File: src/rtl/uart_pkg.sv
// uart_pkg: baud default, frame size and FSM states shared by the transmit and receive UARTs.
package uart_pkg;
    localparam int CLKS_PER_BIT = 434;
    localparam int FRAME_BITS = 10;
    typedef enum logic [1:0] {IDLE, START, DATA, STOP} state_t;
endpackage

File: src/rtl/result_uart_tx_if.sv
// result_uart_tx_if: request and serial-line signals between the processing unit and the back-channel UART.
interface result_uart_tx_if;
    logic       send;
    logic [7:0] result_data;
    logic       overflow;
    logic       tx;
    logic       busy;
    logic       done;
    modport master (output send, result_data, overflow, input tx, busy, done);
    modport slave (input send, result_data, overflow, output tx, busy, done);
endinterface

File: src/rtl/uart_baud_counter.sv
// uart_baud_counter: bit timer counting 0..CLKS_PER_BIT-1 with a tick at terminal count.
module uart_baud_counter import uart_pkg::*; #(
    parameter int CLKS_PER_BIT = uart_pkg::CLKS_PER_BIT
) (
    input  logic clk,
    input  logic rst,
    input  logic en_i,
    input  logic clr_i,
    output logic tick_o
);
    localparam int W = $clog2(CLKS_PER_BIT);
    logic [W-1:0] cnt_q, cnt_d;
    assign tick_o = en_i && cnt_q == W'(CLKS_PER_BIT - 1);
    always_comb cnt_d = (clr_i || tick_o) ? '0 : en_i ? cnt_q + 1'b1 : cnt_q;
    always_ff @(posedge clk or negedge rst)
        if (!rst) cnt_q <= '0;
        else cnt_q <= cnt_d;
endmodule

File: src/rtl/result_uart_tx.sv
// result_uart_tx: sends the latched result byte then a status byte as two back-to-back 8N1 frames.
module result_uart_tx import uart_pkg::*; #(
    parameter int CLKS_PER_BIT = uart_pkg::CLKS_PER_BIT
) (
    input logic clk,
    input logic rst,
    result_uart_tx_if.slave bus
);
    state_t     state_q;
    logic [7:0] sh_q, b1_q;
    logic [2:0] bit_q;
    logic       bi_q, tx_q, busy_q, done_q, tick;
    uart_baud_counter #(.CLKS_PER_BIT(CLKS_PER_BIT)) u_baud (
        .clk    (clk),
        .rst    (rst),
        .en_i   (state_q != IDLE),
        .clr_i  (state_q == IDLE),
        .tick_o (tick)
    );
    always_ff @(posedge clk or negedge rst)
        if (!rst) begin
            state_q <= IDLE;
            sh_q    <= '0;
            b1_q    <= '0;
            bit_q   <= '0;
            bi_q    <= 1'b0;
            tx_q    <= 1'b1;
            busy_q  <= 1'b0;
            done_q  <= 1'b0;
        end else begin
            done_q <= 1'b0;
            case (state_q)
                IDLE: if (bus.send) begin
                    state_q <= START;
                    sh_q    <= bus.result_data;
                    b1_q    <= {7'b0, bus.overflow};
                    bi_q    <= 1'b0;
                    tx_q    <= 1'b0;
                    busy_q  <= 1'b1;
                end
                START: if (tick) begin
                    state_q <= DATA;
                    bit_q   <= '0;
                    tx_q    <= sh_q[0];
                    sh_q    <= sh_q >> 1;
                end
                DATA: if (tick) begin
                    if (bit_q == 3'd7) begin
                        state_q <= STOP;
                        tx_q    <= 1'b1;
                    end else begin
                        bit_q <= bit_q + 3'd1;
                        tx_q  <= sh_q[0];
                        sh_q  <= sh_q >> 1;
                    end
                end
                STOP: if (tick) begin
                    // status frame follows immediately, no idle bit between frames
                    if (!bi_q) begin
                        state_q <= START;
                        bi_q    <= 1'b1;
                        sh_q    <= b1_q;
                        tx_q    <= 1'b0;
                    end else begin
                        state_q <= IDLE;
                        busy_q  <= 1'b0;
                        done_q  <= 1'b1;
                    end
                end
                default: state_q <= IDLE;
            endcase
        end
    assign bus.tx   = tx_q;
    assign bus.busy = busy_q;
    assign bus.done = done_q;
endmodule

File: src/flat_wrapper.sv
// flat-port wrapper written by rule: the top's interface ports become plain ports
module result_uart_tx_flat import uart_pkg::*;
#(
    parameter int CLKS_PER_BIT = uart_pkg::CLKS_PER_BIT
)
  (clk, rst, bus_send, bus_result_data, bus_overflow, bus_tx, bus_busy, bus_done);
  result_uart_tx_if bus_i ();
  input logic clk;
  input logic rst;
  input wire logic [$bits(bus_i.send)-1:0] bus_send;
  input wire logic [$bits(bus_i.result_data)-1:0] bus_result_data;
  input wire logic [$bits(bus_i.overflow)-1:0] bus_overflow;
  output wire logic [$bits(bus_i.tx)-1:0] bus_tx;
  output wire logic [$bits(bus_i.busy)-1:0] bus_busy;
  output wire logic [$bits(bus_i.done)-1:0] bus_done;
  assign bus_i.send = bus_send;
  assign bus_i.result_data = bus_result_data;
  assign bus_i.overflow = bus_overflow;
  assign bus_tx = bus_i.tx;
  assign bus_busy = bus_i.busy;
  assign bus_done = bus_i.done;
  result_uart_tx #(.CLKS_PER_BIT(CLKS_PER_BIT)) u_core (.clk(clk), .rst(rst), .bus(bus_i));
endmodule
File: config.mk
export PLATFORM = sky130hd
export DESIGN_NAME = result_uart_tx_flat
export DESIGN_NICKNAME = d
export VERILOG_FILES = /design/src/rtl/uart_pkg.sv /design/src/rtl/result_uart_tx_if.sv /design/src/rtl/uart_baud_counter.sv /design/src/rtl/result_uart_tx.sv /design/src/flat_wrapper.sv
export SDC_FILE = /design/constraint.sdc
export NUM_CORES = 1
export LEC_CHECK = 0
export BUFFER_PORTS_ARGS = -buffer_cell sky130_fd_sc_hd__buf_2
export CAP_MARGIN = 20
export CORE_MARGIN = 1.5
export CORE_UTILIZATION = 40
export DETAILED_ROUTE_END_ITERATION = 8
export SLEW_MARGIN = 25
export SYNTH_ARGS = -nofsm -noshare
export SYNTH_HDL_FRONTEND = slang
export SYNTH_HIERARCHICAL = 1
export SYNTH_SLANG_ARGS = --single-unit
export TNS_END_PERCENT = 50
File: constraint.sdc
create_clock -name clk -period 5.2 [get_ports clk]
set_input_delay 0.26 -clock clk [delete_from_list [all_inputs] [get_ports clk]]
set_output_delay 0.26 -clock clk [all_outputs]
set_load 0.05 [all_outputs]
==> results_dict.tcl <==
set metrics [dict create \
    dr.pass1.iters 4 \
    initial_core_util 0.418 \
    crit_type "flip-flop to flip-flop" \
    use_met3 0.0417 \
    finalHoldViolCount 26 \
    hold_ws_ps -20.0 \
    io_pins 15 \
    gr-usage-met1 0.162 \
    clock_latency_ps 270 \
    yosysWarnings 6 \
    drive_gt1_frac 0.211 \
    p_leak_nw 0.789 \
    grt_pass1_vias 1052 \
    synthArstFlopShare 1.00 \
    seq_area_frac_synth 0.442 \
    grt-ovfl-total 0 \
    use_met2 0.258 \
    postCtsSetupRepairBufs 0 \
    synth_top_family_by_area "simple AND/OR/NAND/NOR gates" \
    place_congestion 0.779 \
    ys_ff_latch 27 \
    syn_to_final_growth_pct 8.99 \
    netlist_area_um2 1530 \
    setup_tns_ps 0 \
    synthTopCellsByArea "dfrtp_1 (42%), ha_1 (8.2%), mux2_2 (8.1%), nand2_1 (6.4%), o21ai_0 (3.9%)" \
    setup_viol 0 \
    post_synth_fa_ha_maj_area_fraction 0.0817 \
    grt_max_degree 28 \
    ctsResizeCount 0 \
    synth_simple_gate_area_frac 0.156 \
    antenna_found_initial 0 \
    rsz0062_at_grt "no" \
    ir_drop_mv 0.166 \
    fmax_mhz 316 \
    yosysUniqueCellTypes 38 \
    final_cell_area_um2 1670 \
    max_stage_delay_ps 560 \
    synthMuxAreaShare 0.107 \
    place_hpwl_um 2020 \
    period_minus_slack_ps 3170 \
    clk_path_buf_depth 2 \
    synth_compound_area_frac 0.136 \
    worst_pin_slew_ps 682 \
    die_x_um 64.9 \
    crit_fanout 23 \
    cts_tree "done" \
    layout_common_cells "nand2_1 (26), dfrtp_1 (26), buf_2 (14)" \
    postCtsHoldBufs 0 \
    hold_class "primary input to async pin" \
    ys.flop_type "dfrtp_1" \
    drt_iter0_markers 59 \
    maxCapViolCount 0 \
    final_net_count 189 \
    coreArea_um2 3660 \
    die_h_um 64.9 \
    synth_edf_count 0 \
    diodes 0 \
    endpoint_kind "flip-flop" \
    wl_per_cell_um 12.5 \
    ant_nets 0 \
    arrival_ps 3330 \
    maxSlewViolCount 0 \
    outcome "complete, but fails checks" \
    cts_max_level 1 \
    grt_pass1_wl_um 4550 \
    post-route-drc-count 0 \
    crit_top_cell "inv_1" \
    synthCells 155 \
    power.density_nw_per_um2 202 \
    vias 1102 \
    synth_top_area_share 0.425 \
    slew_headroom 0.546 \
    violations "negative hold slack" \
    dieArea_um2 4210 \
    gr-usage-all-layers 0.140 \
    crit_required_ps 5360 \
    fin_skew_ps 3.39 \
    clock-sinks 27 \
    wl_um 2670 \
    dpl_cell_area_um2 1620 \
    io_buffers 14 \
    period_share 0.609 \
    synth_top_cell_by_area "dfrtp_1" \
    critical_path.top_delay_family "simple AND/OR/NAND/NOR gates" \
    synthXorXnorAreaFrac 0.0229 \
    setup.worst_path.start_class "flip-flop" \
    path_clk_slew_ps 90 \
    grt-busiest-layer "met2" \
    clock-root-buffer "clkbuf_8" \
    syn-num-nets 177 \
    slowest_stage "nor3_1" \
    routed_via_density 5.15 \
    rows 22 \
    path_cells "inv_1 > ha_1 > inv_1 > nand3_2 > nor3_1 > o21ai_2 > a221oi_4 > mux2_2" \
    worst-path-buf-inv 2 \
    cts_made_buffers 3 \
    syn_avg_cell_area_um2 9.88 \
]
==> where the power goes <==
part / switching [W] / internal [W] / leakage [nW] / total (W)
clock network: 0.0000658 / 0.0000544 / 0.0217 / 0.000120
registers: 0 / 0.000210 / 0.349 / 0.000210
logic: 0.00000507 / 0.00000297 / 0.419 / 0.00000805
total: 0.0000708 / 0.000267 / 0.789 / 0.000338
==> sequential cells by signal (all words and copies together) (netlist names) <==
| signal | count |
|---|---|
| u_core/u_baud/cnt_q | 9 |
| u_core/sh_q | 8 |
| u_core/bus.tx | 1 |
| u_core/b1_q | 1 |
| u_core/bi_q | 1 |
| u_core/bus.busy | 1 |
| u_core/state_q | 2 |
| u_core/bus.done | 1 |
| u_core/bit_q | 3 |
==> path summary, 6_finish.rpt <==
path,start,end,cells past startpoint,slack [ps]
setup / recovery,u_core/state_q[0]$_DFFE_PN0P_,u_core/sh_q[0]$_DFFE_PN0P_,8,2030
hold / removal,rst,u_core/u_baud/cnt_q[4]$_DFFE_PN0P_,1,-20
setup reg to reg,u_core/state_q[0]$_DFFE_PN0P_,u_core/sh_q[0]$_DFFE_PN0P_,8,2030
hold reg to reg,u_core/sh_q[2]$_DFFE_PN0P_,u_core/sh_q[2]$_DFFE_PN0P_,1,520
max in group asynchronous,rst,u_core/bit_q[1]$_DFFE_PN0P_,1,4830
min in group clk,bus_overflow,u_core/b1_q[0]$_DFFE_PN0P_,2,220
==> layout make-up <==
class	count	area, µm²
Fill cell	363	1990
Multi-Input combinational cell	110	772
Sequential cell	27	677
Timing Repair Buffer	14	70.1
Tap cell	48	60.1
Clock buffer	3	41.3
Inverter	11	41.3
Clock inverter	1	7.51
==> through the flow <==
| step | instances | hold slack (ps) | worst slack (ps) | power [W] | utilization |
|---|---|---|---|---|---|
| 4_1_cts | 214 | 0.132 | 2020 | 0.000345 | 0.456 |
| 3_5_place_dp | 210 | 304 | 2050 | 0.000223 | 0.443 |
| 2_1_floorplan | 155 | -35.6 | 2320 | 0.000214 | - |
| 6_report | 214 | -20.0 | 2030 | 0.000338 | 0.456 |
| 5_1_grt | 214 | 25.0 | 1740 | 0.000353 | 0.456 |
| 3_3_place_gp | 210 | 301 | 2150 | 0.000222 | 0.443 |
==> cells in the mapped netlist, types with 3 or more instances <==
cell       n
dfrtp_1   26
o21ai_0   12
nand4_1    4
mux2_2    11
ha_1      10
or3_1      3
inv_1     11
mux2i_1    4
nor2_1     7
a21oi_1    6
xor2_1     3
nand2_1   26
clkbuf_1   4
==> logic make-up after synthesis <==
| logic type | count (synthesis) |
|---|---|
| multiplexers | 15 |
| XOR/XNOR | 4 |
| AND/OR/NAND/NOR | 50 |
| flip-flops | 27 |
| AO/OA/AOI/OAI | 31 |
| adder cells (fa/ha/maj) | 10 |
| buffers and inverters | 18 |
==> layer usage <==
layer / up-vias / routed length (µm)
met2: 8 / 1410
met5: - / 0
li1: 551 / -
met1: 541 / 1180
met3: 2 / 70
met4: 0 / 18
(Power assumes the default switching activity.)
